===== src/rtl/video_pkg.sv =====
// Shared video definitions for the camera capture and VGA scan-out stages.
package video_pkg;

    localparam int H_ACTIVE_DEFAULT = 640;
    localparam int V_ACTIVE_DEFAULT = 480;

    typedef struct packed {
        logic [3:0] r;
        logic [3:0] g;
        logic [3:0] b;
    } rgb444_t;

    typedef enum logic [1:0] {
        RESYNC,
        VBLANK,
        ACTIVE
    } cap_state_t;

endpackage


===== src/rtl/sync_edge.sv =====
// Registered rise/fall detector; edges are reported in the cycle the new level is sampled.
module sync_edge (
    input  logic clk,
    input  logic rst_n,
    input  logic level,
    output logic rise,
    output logic fall
);

    logic prev;

    always_ff @(posedge clk or negedge rst_n) begin
        if (!rst_n) prev <= 1'b0;
        else        prev <= level;
    end

    assign rise = level & ~prev;
    assign fall = ~level & prev;

endmodule


===== src/rtl/ov7670_capture.sv =====
// OV7670 RGB444 byte-stream capture: pairs bytes into 12-bit pixels and writes them linearly.
module ov7670_capture
    import video_pkg::*;
#(
    parameter int H_ACTIVE = H_ACTIVE_DEFAULT,
    parameter int V_ACTIVE = V_ACTIVE_DEFAULT,
    parameter int ADDR_W   = 19
) (
    input  logic              pclk,
    input  logic              rst_n,
    input  logic              cam_vsync,
    input  logic              cam_href,
    input  logic [7:0]        cam_data,
    output logic              wr_en,
    output logic [ADDR_W-1:0] wr_addr,
    output logic [11:0]       wr_data,
    output logic              frame_done,
    output logic              line_err
);

    localparam int COL_W = $clog2(H_ACTIVE + 1);
    localparam int ROW_W = $clog2(V_ACTIVE + 1);

    cap_state_t state, state_next;

    logic vsync_rise, vsync_fall, href_rise, href_fall;
    logic start_frame, end_frame, capture, line_end;

    logic              phase;
    logic [3:0]        r_nib;
    logic [COL_W-1:0]  col;
    logic [ROW_W-1:0]  row;
    logic [ADDR_W-1:0] row_base;
    logic              in_range;
    rgb444_t           pix;

    sync_edge u_vsync_edge (
        .clk   (pclk),
        .rst_n (rst_n),
        .level (cam_vsync),
        .rise  (vsync_rise),
        .fall  (vsync_fall)
    );

    sync_edge u_href_edge (
        .clk   (pclk),
        .rst_n (rst_n),
        .level (cam_href),
        .rise  (href_rise),
        .fall  (href_fall)
    );

    logic unused_edges;
    assign unused_edges = &{1'b0, vsync_fall, href_rise};

    always_ff @(posedge pclk or negedge rst_n) begin
        if (!rst_n) state <= RESYNC;
        else        state <= state_next;
    end

    // A VSYNC rise in ACTIVE takes priority over any byte or HREF edge in that cycle.
    always_comb begin
        state_next  = state;
        start_frame = 1'b0;
        end_frame   = 1'b0;
        capture     = 1'b0;
        line_end    = 1'b0;
        unique case (state)
            RESYNC: if (vsync_rise) state_next = VBLANK;
            VBLANK: begin
                if (!cam_vsync) begin
                    state_next  = ACTIVE;
                    start_frame = 1'b1;
                end
            end
            ACTIVE: begin
                if (vsync_rise) begin
                    state_next = VBLANK;
                    end_frame  = 1'b1;
                end else if (cam_href) begin
                    capture = 1'b1;
                end else if (href_fall) begin
                    line_end = 1'b1;
                end
            end
            default: state_next = RESYNC;
        endcase
    end

    assign in_range = (row < ROW_W'(V_ACTIVE)) && (col < COL_W'(H_ACTIVE));

    always_comb begin
        pix.r = r_nib;
        pix.g = cam_data[7:4];
        pix.b = cam_data[3:0];
    end

    always_ff @(posedge pclk or negedge rst_n) begin
        if (!rst_n) begin
            phase      <= 1'b0;
            r_nib      <= '0;
            col        <= '0;
            row        <= '0;
            row_base   <= '0;
            wr_en      <= 1'b0;
            wr_addr    <= '0;
            wr_data    <= '0;
            frame_done <= 1'b0;
            line_err   <= 1'b0;
        end else begin
            wr_en      <= 1'b0;
            frame_done <= 1'b0;
            if (start_frame) begin
                phase    <= 1'b0;
                col      <= '0;
                row      <= '0;
                row_base <= '0;
                line_err <= 1'b0;
            end
            if (end_frame) begin
                frame_done <= 1'b1;
                phase      <= 1'b0;
            end
            if (capture) begin
                if (!phase) begin
                    r_nib <= cam_data[3:0];
                    phase <= 1'b1;
                end else begin
                    phase <= 1'b0;
                    if (in_range) begin
                        wr_en   <= 1'b1;
                        wr_addr <= row_base + ADDR_W'(col);
                        wr_data <= pix;
                    end
                    if (col < COL_W'(H_ACTIVE)) col <= col + 1'b1;
                end
            end
            // Row base only advances while in range so it never wraps past the buffer.
            if (line_end) begin
                if (phase) line_err <= 1'b1;
                phase <= 1'b0;
                col   <= '0;
                if (row < ROW_W'(V_ACTIVE)) begin
                    row      <= row + 1'b1;
                    row_base <= row_base + ADDR_W'(H_ACTIVE);
                end
            end
        end
    end

endmodule


===== config.mk =====
export PLATFORM = sky130hd
export DESIGN_NAME = ov7670_capture
export DESIGN_NICKNAME = d
export VERILOG_FILES = /design/src/rtl/video_pkg.sv /design/src/rtl/sync_edge.sv /design/src/rtl/ov7670_capture.sv
export SDC_FILE = /design/constraint.sdc
export NUM_CORES = 1
export LEC_CHECK = 0
export BUFFER_PORTS_ARGS = -buffer_cell sky130_fd_sc_hd__buf_4
export CORE_ASPECT_RATIO = 0.8
export CORE_UTILIZATION = 35
export DETAILED_ROUTE_END_ITERATION = 10
export HOLD_SLACK_MARGIN = 0.08
export RECOVER_POWER = 50
export SLEW_MARGIN = 20
export SYNTH_ARGS = -nofsm -noshare
export SYNTH_HDL_FRONTEND = slang
export SYNTH_SLANG_ARGS = --single-unit

===== constraint.sdc =====
create_clock -name pclk -period 5.6 [get_ports pclk]
set_clock_uncertainty 0.1 [all_clocks]
set_input_delay 0.84 -clock pclk [delete_from_list [all_inputs] [get_ports pclk]]
set_output_delay 0.84 -clock pclk [all_outputs]
set_load 0.05 [all_outputs]

Yosys cells after proc, flatten, opt, wreduce, memory -nomap -nowiden

Index checks and enable logic that the tools add are counted.
W data, S select, Z words.

Flip-flop bits (word level): 81
Input bits: 12

$add $sub $neg: 4
Magnitude comparators: 2
Equality and inequality tests: 4
Multiplexer cells: 37
Bitwise operators: 5
Reductions and logical operators: 7

Operator list:

| cell                     | number |
|---|---|
| $mux W19                 | 3 |
| $mux W10                 | 5 |
| $mux W9                  | 3 |
| $mux W1                  | 23 |
| $add A19 B10 Y19         | 1 |
| $add A19 B10 Y19 const B | 1 |
| $add A10 B1 Y10 const B  | 1 |
| $lt A10 B10 Y1 const B   | 1 |
| $add A9 B1 Y9 const B    | 1 |
| $lt A9 B9 Y1 const B     | 1 |
| $mux W2                  | 2 |
| $pmux W2 S2              | 1 |
| $reduce_and A2 Y1        | 2 |
| $reduce_bool A4 Y1       | 1 |
| $not A1 Y1               | 3 |
| $reduce_and A3 Y1        | 1 |
| $and A1 B1 Y1            | 2 |
| $eq A2 B1 Y1 const B     | 1 |
| $eq A2 B2 Y1 const B     | 1 |
| $logic_not A2 Y1         | 1 |
| $ne A2 B1 Y1 const B     | 1 |
| $ne A2 B2 Y1 const B     | 1 |
| $reduce_or A2 Y1         | 1 |
| $logic_and A1 B1 Y1      | 1 |

Longest topological paths before layout

Gate-level depths: netlist of the first run.

Word-level depth: 7
Mapped depth: 9

By module

From an unflattened synthesis of the first run, not the netlist that was laid out.

Cell total of the unflattened synthesis: 454
Area, all modules: 4236.6 um2

By module, submodules not included:

| module         | instances | cells an instance | area an instance (um2) | sequential area each (um2) |
|---|---|---|---|---|
| ov7670_capture | 1         | 448               | 4156.5                 | 1976.9 |
| sync_edge      | 2         | 3                 | 40.0                   | 25.0 |

Least setup slack after synthesis of the first run

Ideal clock, no wire load.

Path kind: reg-to-reg
Start: register col[0]
End: register wr_addr[16]
Data arrival time: 1.902 ns
Path slack: 3.515 ns
Cell stages (with the launch flop): 10
Buffers on the path: 0
Period minus slack after synthesis: 2.085 ns
Path through: dfrtp_1 ha_1 inv_1 fa_1 nor2b_1 o31ai_1 a21oi_1 o2111ai_1 xor2_1 o21ai_0

Cells in the longest elaborated chain, start to end: 3
Elaborated cells between the ends (all ways): 4
Those cells by class: 1 x add/sub; 1 x order compare; 2 x reduce/logical

Ends and longest elaborated chain:

| element                            | RTL line              | source |
|---|---|---|
| start, declared                    | ov7670_capture.sv:31  | `logic [COL_W-1:0] col;` |
| start signal, assigned             | ov7670_capture.sv:135 | `if (col < COL_W'(H_ACTIVE)) col <= col + 1'b1;` |
| $lt A10 B10 Y1                     | ov7670_capture.sv:90  | `assign in_range = (row < ROW_W'(V_ACTIVE)) && (col < COL_W'(H_ACTIVE));` |
| $logic_and A1 B1 Y1                | ov7670_capture.sv:90  |  |
| $reduce_and A3 Y1 (no source line) | -                     |  |
| end signal, assigned               | ov7670_capture.sv:132 | `wr_addr <= row_base + ADDR_W'(col);` |
| end, declared                      | ov7670_capture.sv:15  | `output logic [ADDR_W-1:0] wr_addr,` |

Several ways; a longest one is shown, not always the timed one.
A chain may end at the register's enable or synchronous reset.

Final worst setup path of the first run

Start: input port cam_vsync
End: register col[7]

Cells in the longest elaborated chain, start to end: 7
Elaborated cells between the ends (all ways): 12
Those cells by class: 11 x mux; 1 x bitwise

Ends and longest elaborated chain:

| element         | RTL line              | source |
|---|---|---|
| start, declared | ov7670_capture.sv:11  | `input logic cam_vsync,` |
| $mux W1         | ov7670_capture.sv:71  | `if (!cam_vsync) begin` |
| $mux W1         | ov7670_capture.sv:68  | `unique case (state)` |
| $mux W10        | ov7670_capture.sv:113 | `if (start_frame) begin` |
| $mux W10        | ov7670_capture.sv:135 |  |
| $mux W10        | ov7670_capture.sv:125 | `if (!phase) begin` |
| $mux W10        | ov7670_capture.sv:124 | `if (capture) begin` |
| $mux W10 *      | ov7670_capture.sv:139 | `if (line_end) begin` |

Every way passes the cells marked *; elsewhere a longest branch is shown, timed or not.

==> results_dict.tcl, run 1 <==
set metrics [dict create \
    grt_pass1_vias 2748 \
    clkLatencyLatePin_ns 0.34 \
    wirelength_um 7870 \
    synth_seq_area_share_pct 49.9 \
    synth_edf_count 0 \
    critPathMaxFanout 24 \
    path_class "in2reg" \
    tightest_slew_ns 1.39 \
    netlist_instances 389 \
    wl_per_cell_um 13.6 \
    hold_ws_ns 0.379 \
    netlist_area_mm2 0.00406 \
    arrival_ns 2.79 \
    io_buffer_count 45 \
    dp.final_hpwl_um 5430 \
    synthArstFlopShare_pct 100 \
    final_cell_mix "81 x dfrtp_1, 45 x nand2_1, 41 x buf_4" \
    hold_class "reg2reg" \
    tns_ns 0 \
    power_density_mw_per_mm2 375 \
    synth-main-ff-cell "dfrtp_1" \
    use_met3_pct 4.15 \
    rrSetupSlack_ns 3.16 \
    cp-start-kind "input pin" \
    status "finished, final reports clean" \
    syn_area_per_cell_um2 10.4 \
    drc 0 \
    synth_seq_cells 81 \
    slew_viol_final 0 \
    overflow 0 \
    finalSetupViolCount 0 \
    crit_end "col[7]" \
    use_met2_pct 19.8 \
    post_cts_buffers 0 \
    yosys_warnings 0 \
    numCtsBuffers 9 \
    max_cap_violations 0 \
    rsz0062_at_grt "false" \
    final_common_cell "dfrtp_1" \
    cts-htree-levels 3 \
    fill_cells 1050 \
    syn2layout_area_growth_pct 17.2 \
    post-route-period-util_pct 47.3 \
    clockBufferDepth 2 \
    final_cell_count_no_fill 577 \
    fmax_mhz 378 \
    seqCellArea_mm2 0.00203 \
    ctsHoldBuffers 0 \
    die_y_um 98.3 \
    die_w_um 122 \
    ir_drop_mv 0.146 \
    finalNetCount 454 \
    yosysUniqueCellTypes 57 \
    drt_iter0_markers 122 \
    diodes 0 \
    std_cell_rows 34 \
    rr_startpoint "col[0]" \
    placed_cells 561 \
    gp_congestion 0.781 \
    leakagePower_nw 2.22 \
    die-area_mm2 0.0120 \
    timing.rr.end "wr_addr[18]" \
    syn_nets 415 \
    min_period_ns 2.65 \
    multi_input_area_mm2 0.00190 \
    clock-sinks 81 \
    cts_root_buf "clkbuf_16" \
    dpl_cell_area_mm2 0.00449 \
    grt_usage_pct 14.5 \
    crit_path_end_kind "flop" \
    vias 2868 \
    grt_first_pass_wirelength_um 13600 \
    grt-busiest-layer "met1" \
    gr-usage-met1_pct 21.7 \
    vias_per_cell 4.97 \
    startpoint "cam_vsync" \
    ctsResizeCount 0 \
    drive_above_1_share_pct 19.2 \
    finalHoldViolations 0 \
    boundaryPins 46 \
    ant_nets 0 \
    path_clk_slew_ns 0.06 \
    grt_antenna_before_repair 0 \
    dr.pass1.iters 4 \
    cts_tree "built" \
    start_util_pct 36.7 \
    grt_max_degree 82 \
    crit_required_ns 5.74 \
    relSlewSlack_pct 7.24 \
    final_area_mm2 0.00476 \
    reg2regPathDepth 9 \
    core_area_mm2 0.0111 \
]
-- Yosys cell counts, types with 3 or more instances --
master,count,share of area [%]
nand2b_1,5,0.77
and3_1,3,0.46
o21ai_0,36,4.4
and2_1,10,1.5
xor2_1,19,4.1
nor2_1,28,2.6
nand4_1,10,1.5
inv_1,8,0.74
nor3_1,5,0.62
a21oi_1,20,2.5
dfrtp_1,81,50
ha_1,13,4.0
nand3_1,17,2.1
xnor2_1,9,1.9
and4_1,4,0.86
buf_2,3,0.37
nand2_1,45,4.2
clkbuf_1,10,0.92
o21ai_1,3,0.37
mux2_4,13,4.8
mux2_2,4,1.1
o211ai_1,3,0.55
-- critical path, stage by stage --
cell      delay (ns)
clkbuf_1        0.16
nand2b_1        0.17
or2_0           1.04
nand2b_1        0.31
a211oi_1        0.26
-- how the worst min path moves through the flow --
stage,start,to,slack (ns),cells after the start
detailed placement,wr_addr[6],wr_addr[6],0.37,2
floorplan,row_base[0],row_base[0],0.36,1
finish,wr_addr[6],wr_addr[6],0.38,2
global placement,wr_addr[1],wr_addr[1],0.37,2
global route,wr_addr[6],wr_addr[6],0.40,2
CTS,wr_addr[6],wr_addr[6],0.39,2
-- flip-flops by register name, summed over array words and instances, names as in the netlist --
name / flops
r_nib: 4
row_base: 19
wr_addr: 19
row: 9
line_err: 1
u_vsync_edge.prev: 1
frame_done: 1
phase: 1
wr_en: 1
u_href_edge.prev: 1
wr_data: 12
col: 10
state: 2
-- cells by family (layout without fill, tap and decap cells) --
family | Yosys count | after routing | synth area share (%)
muxes | 19 | 19 | 6.44
and+or+nand+nor | 144 | 144 | 18.8
xor gates and xnor gates | 28 | 28 | 6.04
AOI/OAI and AO/OA | 78 | 78 | 11.3
buffers and inverters | 25 | 69 | 2.96
adders and majority gates | 14 | 14 | 4.50
DFF | 81 | 81 | 49.9
-- where the power goes --
part           switching [W]  internal [W]  total (W)
Clock               0.000229      0.000345   0.000573
Combinational       0.000301      0.000170   0.000471
Sequential         0.0000655      0.000674   0.000740
Total               0.000595       0.00119    0.00178
-- layout make-up --
type	instances	share of cell area [%]
flip-flops and latches	81	42.6
multi-input cells	283	40.0
repair buffers	45	6.94
clock buffers	11	4.89
well taps	144	3.79
clock inverters	5	1.18
inverters	8	0.631
-- stage by stage --
stage               total power [W]  setup slack [ns]  utilization, %
floorplan                   0.00108              3.52               -
global placement            0.00122              2.69            40.6
detailed placement          0.00122              2.66            40.6
CTS                         0.00181              2.98            43.2
global route                0.00188              2.62            43.0
finish                      0.00178              2.95            43.0
-- routing by layer --
metal / up-vias / share of wire (%)
met2: 64 / 40
met5: - / 0
met4: 0 / 0.83
met3: 4 / 4.9
li1: 1445 / -
met1: 1355 / 54
(Power assumes the default switching activity.)
==> inputs of run 2 (changes only) <==
- clock period: 5.6 -> 2.5 ns (I/O delays scaled with it)
==> results_dict.tcl, run 2 (same netlist as run 1, synthesis figures left out) <==
set metrics [dict create \
    status "finished, final reports clean" \
    path_class "in2reg" \
    slew_viol_final 0 \
    p_int_w 0.00253 \
    post_cts_buffers 0 \
    grt_first_pass_wirelength_um 14100 \
    drt_iter0_markers 156 \
    path_clk_slew_ns 0.07 \
    fin_ws_ns 0.204 \
    rsz0062_at_grt "false" \
    p_sw_share_pct 35.5 \
    dpl_cell_area_mm2 0.00454 \
    finalSetupViolCount 0 \
    cts_tree "built" \
    numCtsBuffers 9 \
    seqCellArea_mm2 0.00203 \
    final_area_mm2 0.00477 \
    leakagePower_nw 2.19 \
    std_cell_rows 34 \
    finalHoldViolations 0 \
    drive_above_1_share_pct 18.4 \
    p_seq_share_pct 42.2 \
    wirelength_um 8140 \
    clkLatencyLatePin_ns 0.34 \
    cp-start-kind "input pin" \
    io_buffer_count 45 \
    syn2layout_area_growth_pct 17.6 \
    final_common_cell "dfrtp_1" \
    cpLargestDelayFamily "buffers and inverters" \
    hold_ws_ns 0.165 \
    power_frac_comb_pct 25.7 \
    crit_path_end_kind "flop" \
    vias_per_cell 5.06 \
    fill_cells 1083 \
    power_switching_w 0.00139 \
    gp_congestion 0.851 \
    diodes 0 \
    wl_per_cell_um 13.9 \
    arrival_ns 2.42 \
    cpMaxStageDelayCell "dlygate4sd3_1" \
    path_cells "dlygate4sd3_1 -> buf_4 -> nand2b_1 -> nand3_4 -> nor2b_4 -> nand2_2 -> buf_4 -> mux2_4" \
    dp.final_hpwl_um 5790 \
    fmax_mhz 435 \
    tns_ns 0 \
    slowest_delay_ns 0.54 \
    die_w_um 122 \
    critical_path_buf_inv_count 3 \
    multi_input_area_mm2 0.00191 \
    max_cap_violations 0 \
    overflow 0 \
    clockBufferDepth 2 \
    largestRegisters "row_base x19, wr_addr x19, wr_data x12" \
    start_util_pct 36.7 \
    fin_total_pwr_w 0.00392 \
    hold_class "in2reg" \
    critPathMaxFanout 50 \
    core_area_mm2 0.0111 \
    clock-sinks 81 \
    final_cell_mix "81 x dfrtp_1, 45 x nand2_1, 36 x o21ai_0" \
    tightest_slew_ns 1.06 \
    min_period_ns 2.30 \
    dr.pass1.iters 4 \
    vias 2959 \
    die_y_um 98.3 \
    pwr-share-clk_pct 32.1 \
    die-area_mm2 0.0120 \
    grt_antenna_before_repair 0 \
    ir_drop_mv 0.328 \
    crit_top_cell "buf_4" \
    cts-htree-levels 3 \
    grt_max_degree 51 \
    grt_usage_pct 15.0 \
    finalNetCount 462 \
    place_ws_ns 0.164 \
    grt_pass1_vias 2826 \
    cts_root_buf "clkbuf_16" \
    power_density_mw_per_mm2 822 \
    post-route-period-util_pct 91.9 \
    drc 0 \
    ant_nets 0 \
    boundaryPins 46 \
    crit_required_ns 2.63 \
    relSlewSlack_pct 29.4 \
]
run 2: cell types whose count changed in the layout (fill, tap and decap cells not counted), sizes merged, moves of 2 or more:
| cell | before | now |
|---|---|---|
| clkbuf | 14 | 28 |
| buf | 42 | 32 |
| dlygate4sd3 | 0 | 2 |
| clkinv | 3 | 0 |
| inv | 8 | 12 |
| clkinvlp | 1 | 3 |
run 2: worst paths after layout:
path / cells after the start / start / slack [ns] / to
setup / recovery: 8 / cam_vsync / 0.20 / wr_data[4]
hold reg to reg: 2 / wr_addr[9] / 0.38 / wr_addr[9]
hold / removal: 2 / cam_data[6] / 0.16 / wr_data[6]
max in group asynchronous: 3 / rst_n / 0.43 / wr_addr[10]
setup reg to reg: 9 / col[0] / 0.21 / wr_addr[8]
min in group asynchronous: 2 / rst_n / 0.66 / col[6]
run 2: stage by stage:
step                      utilization [%]  std cells
final                                43.2        585
after global routing                 43.2        585
after CTS                            43.8        585
after detailed placement             41.1        567
after global placement               41.1        567
after floorplan                         -        389
run 2: layout make-up:
type	instances	area share, %
sequential	81	42.5
multi-input combinational	283	40.1
timing repair buffer	53	7.05
clock buffer	9	4.72
tap	144	3.77
clock inverter	7	1.26
inverter	8	0.629
run 2: worst register-to-register path, cell delays in order, from the launching register on:
cell and delay [ns]:
dfrtp_1 0.42, ha_1 0.21, inv_1 0.06, fa_1 0.39, nor2b_1 0.16, o31ai_1 0.12
and2_1 0.19, o21ai_0 0.21, xnor2_1 0.18, o21ai_0 0.11
run 2: what timing repair did:
| action | 4_1_cts | 5_1_grt |
|---|---|---|
| endpoints found under the hold margin | 43 | 0 |
| hold buffers | 2 | 0 |
| endpoints found under the setup margin | 0 | 4 |
| gates resized for setup | 0 | 1 |
run 2: power by group through the flow:
stage / sequential, W / combinational, W / clock, W
2_1_floorplan: 0.00206 / 0.000364 / 0
3_3_place_gp: 0.00167 / 0.00107 / 0
3_5_place_dp: 0.00168 / 0.00108 / 0
4_1_cts: 0.00166 / 0.00108 / 0.00130
5_1_grt: 0.00168 / 0.00108 / 0.00135
6_report: 0.00166 / 0.00101 / 0.00126
run 2: metal layers:
layer	GRT usage, %	share of wire, %	vias up
met4	4.88	1.1	0
met3	4.15	5.7	8
met5	0	0	-
met1	22.7	52	1418
met2	20.4	41	74
li1	-	-	1459
